## config.mk

```make
export PLATFORM = sky130hd
export DESIGN_NAME = fetch_stage
export DESIGN_NICKNAME = d
export VERILOG_FILES = /design/src/rtl/fetch_stage.sv
export SDC_FILE = /design/constraint.sdc
export NUM_CORES = 1
export LEC_CHECK = 0
export BUFFER_PORTS_ARGS = -buffer_cell sky130_fd_sc_hd__buf_2
export CAP_MARGIN = 30
export CORE_UTILIZATION = 39
export DETAILED_ROUTE_END_ITERATION = 7
export PLACE_DENSITY_LB_ADDON = 0.15
export SYNTH_ARGS = -nofsm -noshare
export SYNTH_HDL_FRONTEND = slang
export SYNTH_SLANG_ARGS = --single-unit
```

## constraint.sdc

```tcl
create_clock -name clk -period 2.8 [get_ports clk]
set_clock_uncertainty 0.05 [all_clocks]
set_input_delay 0.56 -clock clk [delete_from_list [all_inputs] [get_ports clk]]
set_output_delay 0.56 -clock clk [all_outputs]
set_load 0.02 [all_outputs]
```

## src/rtl/fetch_stage.sv

```systemverilog
// ============================================================================
// Module   : fetch_stage
// Brief    : Instruction-fetch front end: PC, single-outstanding imem
//            request/response handshake, and the IF/ID pipeline register.
// Revision : 1.0 - initial release
// ============================================================================
`default_nettype none

module fetch_stage #(
  parameter logic [31:0] RESET_PC  = 32'h0000_0000,
  parameter logic [31:0] NOP_INSTR = 32'h0000_0000
) (
  input  logic        clk,
  input  logic        rst,
  input  logic        stall,
  input  logic        redirect,
  input  logic [31:0] redirect_pc,
  output logic        imem_req,
  output logic [31:0] imem_addr,
  input  logic        imem_ready,
  input  logic        imem_rvalid,
  input  logic [31:0] imem_rdata,
  output logic [31:0] pcout,
  output logic        ifid_valid,
  output logic [31:0] ifid_instr,
  output logic [31:0] ifid_pc,
  output logic [31:0] ifid_pcadd4
);

  typedef enum logic [1:0] {
    S_REQ  = 2'd0,
    S_WAIT = 2'd1,
    S_HOLD = 2'd2,
    S_DROP = 2'd3
  } state_t;

  localparam logic [31:0] C_ALIGN_MASK = 32'hFFFF_FFFC;

  state_t      r_state;
  state_t      w_state_nxt;
  logic [31:0] r_pc;
  logic [31:0] w_pc_nxt;
  logic [31:0] r_hold_buf;
  logic [31:0] w_hold_nxt;
  logic        w_deliver;
  logic [31:0] w_deliver_instr;
  logic        w_fire;
  logic [31:0] w_redirect_aligned;
  logic [31:0] w_pc_plus4;

  assign w_redirect_aligned = redirect_pc & C_ALIGN_MASK;
  assign w_pc_plus4         = r_pc + 32'd4;
  assign imem_req           = (r_state == S_REQ);
  assign w_fire             = imem_req & imem_ready;
  assign pcout              = r_pc;
  assign imem_addr          = r_pc;

  always_comb begin
    w_state_nxt     = r_state;
    w_pc_nxt        = r_pc;
    w_hold_nxt      = r_hold_buf;
    w_deliver       = 1'b0;
    w_deliver_instr = r_hold_buf;
    case (r_state)
      // Any response seen here belongs to a request abandoned by reset.
      S_REQ: begin
        if (redirect) w_pc_nxt = w_redirect_aligned;
        if (w_fire)   w_state_nxt = redirect ? S_DROP : S_WAIT;
      end
      S_WAIT: begin
        if (imem_rvalid) begin
          if (redirect) begin
            w_pc_nxt    = w_redirect_aligned;
            w_state_nxt = S_REQ;
          end else if (!stall) begin
            w_deliver       = 1'b1;
            w_deliver_instr = imem_rdata;
            w_pc_nxt        = w_pc_plus4;
            w_state_nxt     = S_REQ;
          end else begin
            w_hold_nxt  = imem_rdata;
            w_state_nxt = S_HOLD;
          end
        end else if (redirect) begin
          w_pc_nxt    = w_redirect_aligned;
          w_state_nxt = S_DROP;
        end
      end
      S_HOLD: begin
        if (redirect) begin
          w_pc_nxt    = w_redirect_aligned;
          w_state_nxt = S_REQ;
        end else if (!stall) begin
          w_deliver   = 1'b1;
          w_pc_nxt    = w_pc_plus4;
          w_state_nxt = S_REQ;
        end
      end
      // The in-flight response is for a wrong-path PC; swallow it.
      S_DROP: begin
        if (redirect)    w_pc_nxt    = w_redirect_aligned;
        if (imem_rvalid) w_state_nxt = S_REQ;
      end
      default: w_state_nxt = S_REQ;
    endcase
  end

  always_ff @(posedge clk) begin
    if (!rst) begin
      r_state    <= S_REQ;
      r_pc       <= RESET_PC & C_ALIGN_MASK;
      r_hold_buf <= '0;
    end else begin
      r_state    <= w_state_nxt;
      r_pc       <= w_pc_nxt;
      r_hold_buf <= w_hold_nxt;
    end
  end

  always_ff @(posedge clk) begin
    if (!rst) begin
      ifid_valid  <= 1'b0;
      ifid_instr  <= NOP_INSTR;
      ifid_pc     <= '0;
      ifid_pcadd4 <= '0;
    end else if (redirect) begin
      ifid_valid <= 1'b0;
      ifid_instr <= NOP_INSTR;
    end else if (stall) begin
      ifid_valid <= ifid_valid;
    end else if (w_deliver) begin
      ifid_valid  <= 1'b1;
      ifid_instr  <= w_deliver_instr;
      ifid_pc     <= r_pc;
      ifid_pcadd4 <= w_pc_plus4;
    end else begin
      ifid_valid <= 1'b0;
      ifid_instr <= NOP_INSTR;
    end
  end

endmodule

`default_nettype wire

```

; After elaboration in Yosys (flattened, before gate mapping)
; Cells that the tools add are included.
[totals]
reg_bits = 163
input_bits = 70
out_inout_bits = 162
[op_classes]
add_sub_neg = 1
n_eq_ne = 7
muxes = 23
bitwise = 4
n_reduce_logical = 6
[ops]
columns = operator, count
row1 = 32-bit 2-to-1 mux, 7
row2 = 32-bit case mux with 3 select lines, 1
row3 = 32-bit by 3-bit adder with 32-bit output (second input constant), 1
row4 = 2-bit 2-to-1 mux, 9
row5 = 2-bit case mux with 4 select lines, 1
row6 = 4-bit AND reduction, 2
row7 = 3-bit != test (second input constant), 2
row8 = 2-bit equality test (second input constant), 2
row9 = 1-bit 2-to-1 mux, 4
row10 = 2-bit OR reduction, 2
row11 = 1-bit NOT, 3
row12 = 3-bit AND reduction, 1
row13 = 2-bit by 1-bit equality test with 1-bit output (second input constant), 1
row14 = 2-bit logical NOT, 1
row15 = 2-bit by 1-bit != test with 1-bit output (second input constant), 1
row16 = 2-bit != test (second input constant), 1
row17 = 1-bit case mux with 2 select lines, 1
row18 = 1-bit AND, 1

; Logic depth before layout (Yosys ltp)
[logic_depth]
word_depth = 5
ltp_mapped = 11
depth_no_buf = 7

; Least setup slack after synthesis
; OpenSTA, ideal clock, no wires.
[synth_path]
kind = flip-flop to flip-flop
startpoint = register r_state[0]
endpoint = register r_pc[20] (netlist: imem_addr[20])
setup_time_ns = 0.131
t_arrival_ns = 1.853
required_time_ns = 2.619
slack_ns = 0.766
stages_incl_launch_ff = 10
path_buffers = 2
cell_sequence = dfxtp_1 inv_1 ha_1 or3b_1 buf_2 a22oi_4 nor2_2 buf_6 o21ai_0 o211ai_1
[synth_via]
elab_chain_len = 3
[synth_lines]
columns = item, line_no
row1 = from (decl), 39  ; state_t r_state;
row2 = from (signal assigned), 114  ; r_state <= w_state_nxt;
row3 = 2-bit equality test / 2-bit logical NOT (equally long branches), 64  ; case (r_state)
row4 = 2-bit OR reduction (no line), -
row5 = 32-bit case mux with 3 select lines *, 64
row6 = to (signal assigned), 111  ; r_pc <= RESET_PC & C_ALIGN_MASK;
row7 = to (signal assigned), 115  ; r_pc <= w_pc_nxt;
row8 = to (decl), 41  ; logic [31:0] r_pc;
; Mark *: on every way between the ends. The rest lies on a longest branch, timed or not.
; A chain may end at the register's enable or synchronous reset.

; Final worst setup path
[layout_path]
startpoint = register r_state[1]
endpoint = register r_pc[18] (netlist: imem_addr[18])
; Same word-level chain as after synthesis.

==> results.json <==
{
  "synth.cell_area_sq_um": 7260,
  "vdd_ir_drop_max_uv": 457,
  "layout.nets": 1173,
  "drtPass1Iterations": 7,
  "slew-limit-headroom_pct": 38.0,
  "min_from": "redirect_pc[22]",
  "via_per_inst": 5.11,
  "clock-sinks": 161,
  "final.setup.tns_ns": 0,
  "r2r-end": "imem_addr[18]$_SDFF_PN0_",
  "fmax_mhz": 409,
  "die_w_microns": 138,
  "synthCells": 942,
  "synth_top_cell_by_area": "dfxtp_1",
  "die_y_microns": 138,
  "cts_hold_buf": 0,
  "min-delay-path-class": "primary input to register",
  "grt_pass1_wl_mm": 33.1,
  "synth_ff_type": "dfxtp_1",
  "route.detailed.drc": 32,
  "synth-edff-count": 0,
  "async_flop_share_pct": 0,
  "tightestPinTransition_ns": 0.923,
  "ioPinCount": 232,
  "crit_path_top_delay_cell": "or3b_1",
  "ys_warn_count": 0,
  "syn2layout_area_growth_pct": 22.1,
  "cp_data_arrival_time_ns": 2.70,
  "dp_hpwl_mm": 13.9,
  "root_buffer": "clkbuf_16",
  "worstSkewPairLatency_ns": 0.42,
  "core-area_sq_um": 18100,
  "antenna_found_initial": 0,
  "portBuffers": 229,
  "critPathLaunchType": "register",
  "num-fill-cells": 1869,
  "post_cts_buffers": 0,
  "synth-seq-cells": 161,
  "cpPeakStageDelay_ns": 0.54,
  "failed_checks": "DRC",
  "cts_tree": "yes",
  "r2r_cells": 6,
  "path_max_fanout": 11,
  "cts-buffers-inserted": 17,
  "path_class": "register to register",
  "seq_area_frac_synth_pct": 44.4,
  "grt_pass1_vias": 6118,
  "cp.required_ns": 3.06,
  "via_count": 6833,
  "std_cell_rows": 49,
  "drv_slew": 0,
  "rsz0062_at_grt": "false",
  "setup_viol": 0,
  "cap_violations": 0,
  "cts.clk_slew.worst_paths_ns": 0.06,
  "ys_types": 54,
  "yosysMostFrequentCell": "nand2_1",
  "endpoint_kind": "register",
  "cts-resized-gates": 0,
  "avgSynthCellArea_sq_um": 7.71,
  "grt_max_degree": 52,
  "rrSetupSlack_ns": 0.36,
  "status": "finished with violations",
  "grtUsageTotal_pct": 21.9,
  "gp_congestion": 0.799,
  "synth.top_cell.area_share_pct": 44.4,
  "p_leak_uw": 0.00367,
  "synth_common_cells": "224 x nand2_1, 166 x a21oi_1, 161 x dfxtp_1",
  "antenna_left": 0,
  "antenna_cells": 0,
  "stdcell_area_sq_um": 8860,
  "reg2reg_from": "r_state[1]$_SDFFE_PN0P_",
  "cts_max_path_buffers": 2,
  "post-route-period-util_pct": 87.2,
  "synth_area_leaders": "dfxtp_1 44%, nand2_1 12%, a21oi_1 11%, buf_4 3.7%, nor2_1 3.5%",
  "crit_chain": "inv_1 -> ha_1 -> or3b_1 -> a22oi_4 -> nor2_2 -> a221o_1",
  "drt-initial-drc-count": 408,
  "start_util_pct": 40.1,
  "dieArea_sq_um": 19200,
  "post_dp_cell_area_sq_um": 8290,
  "whs_endpoint": "imem_addr[22]$_SDFF_PN0_",
  "drive_above_1_share_pct": 26.1,
  "cts-htree-levels": 4,
  "wire_per_inst_microns": 15.7,
  "min_path_cells": 3,
  "syn_nets": 1017,
  "finalCriticalPeriod_ns": 2.44,
  "grt-ovfl-total": 0,
  "wirelength_mm": 21.0,
  "finalHoldViolations": 0,
  "pwr_density_cell_nw_per_um2": 803
}
-- stage by stage --
stage	power (uW)	setup WS [ns]	util (%)	std cells	hold WS [ns]
3_3_place_gp	4880	0.361	45.9	1308	0.390
4_1_cts	7190	0.334	49.0	1338	0.269
5_1_grt	7490	0.194	49.0	1338	0.278
3_5_place_dp	4880	0.338	45.9	1308	0.393
6_report	7120	0.357	49.0	1338	0.290
2_1_floorplan	4370	0.766	-	942	0.387
-- critical path, delay by kind of cell, from the launching register on --
| kind | cells | cell delay [ns] |
|---|---|---|
| adders and majority gates | 1 | 0.34 |
| and+or+nand+nor | 2 | 0.75 |
| DFF | 1 | 0.39 |
| buffers and inverters | 1 | 0.08 |
| AOI/OAI and AO/OA | 2 | 0.72 |
-- cell families after synthesis --
family | after synthesis | synth area share, %
flip-flops | 161 | 44.4
AO/OA/AOI/OAI | 253 | 19.4
multiplexers | 12 | 1.67
adder cells (fa/ha/maj) | 5 | 0.862
buffers and inverters | 124 | 9.08
XOR/XNOR | 28 | 3.38
AND/OR/NAND/NOR | 359 | 21.2
-- how the worst max path moves through the flow --
stage	slack, ns	end	startpoint
finish	0.36	imem_addr[18]$_SDFF_PN0_	r_state[1]$_SDFFE_PN0P_
global route	0.19	imem_addr[16]$_SDFF_PN0_	r_state[1]$_SDFFE_PN0P_
CTS	0.33	imem_addr[18]$_SDFF_PN0_	r_state[1]$_SDFFE_PN0P_
detailed placement	0.34	imem_addr[18]$_SDFF_PN0_	r_state[1]$_SDFFE_PN0P_
global placement	0.36	imem_addr[18]$_SDFF_PN0_	r_state[0]$_SDFFE_PN0P_
floorplan	0.77	imem_addr[20]$_SDFF_PN0_	r_state[0]$_SDFFE_PN0P_
-- power breakdown --
part / internal [uW] / switching, uW / total, uW / leakage [uW]
Sequential: 2510 / 363 / 2880 / 0.00130
Combinational: 663 / 1290 / 1950 / 0.00210
Clock: 1350 / 940 / 2290 / 0.000271
-- per-layer routing --
metal,vias to the layer above,track usage (%),wire (microns)
met5,-,0,0
met4,0,7.33,272
met3,18,5.02,1300
met2,202,34.6,9640
met1,3161,29.4,9790
li1,3452,-,-
-- placed cells by master (no fill, tap or decap), types with 2 or more instances in the layout --
cell type / count
nor3b_1: 3
xnor2_1: 15
o21ai_1: 4
clkbuf_1: 2
nand4_1: 13
a22oi_1: 2
nor3_1: 6
xor2_1: 13
nand3_1: 16
clkbuf_8: 2
or3_1: 3
o211ai_1: 4
a211oi_1: 8
bufinv_16: 2
o311ai_1: 5
and3_1: 5
nor2_1: 67
dfxtp_1: 161
inv_1: 11
nor2b_1: 2
buf_2: 229
clkinv_2: 3
ha_1: 5
a21oi_1: 166
clkinvlp_4: 3
nand2_1: 224
and2_1: 5
o21ai_0: 35
buf_4: 16
nor4_1: 3
nor2_2: 2
a221oi_1: 2
o22a_1: 4
o22ai_1: 8
buf_12: 4
clkinv_4: 2
a31oi_1: 7
nor3_2: 2
mux2i_1: 11
clkbuf_16: 17
-- state kept, by name, indices dropped and copies added, names as in the netlist --
| signal | flops |
|---|---|
| ifid_instr | 32 |
| ifid_pc | 32 |
| imem_addr | 32 |
| r_hold_buf | 32 |
| ifid_pcadd4 | 30 |
| r_state | 2 |
| ifid_valid | 1 |
-- layout make-up --
class	count	area, sq um	share of cell area (%)
Tap cell	229	287	3.23
Inverter	12	46.3	0.522
Timing Repair Buffer	249	1350	15.2
Clock buffer	21	460	5.19
Clock inverter	9	110	1.24
Multi-Input combinational cell	657	3390	38.3
Sequential cell	161	3220	36.4
Power figures use the tool's default switching activity.
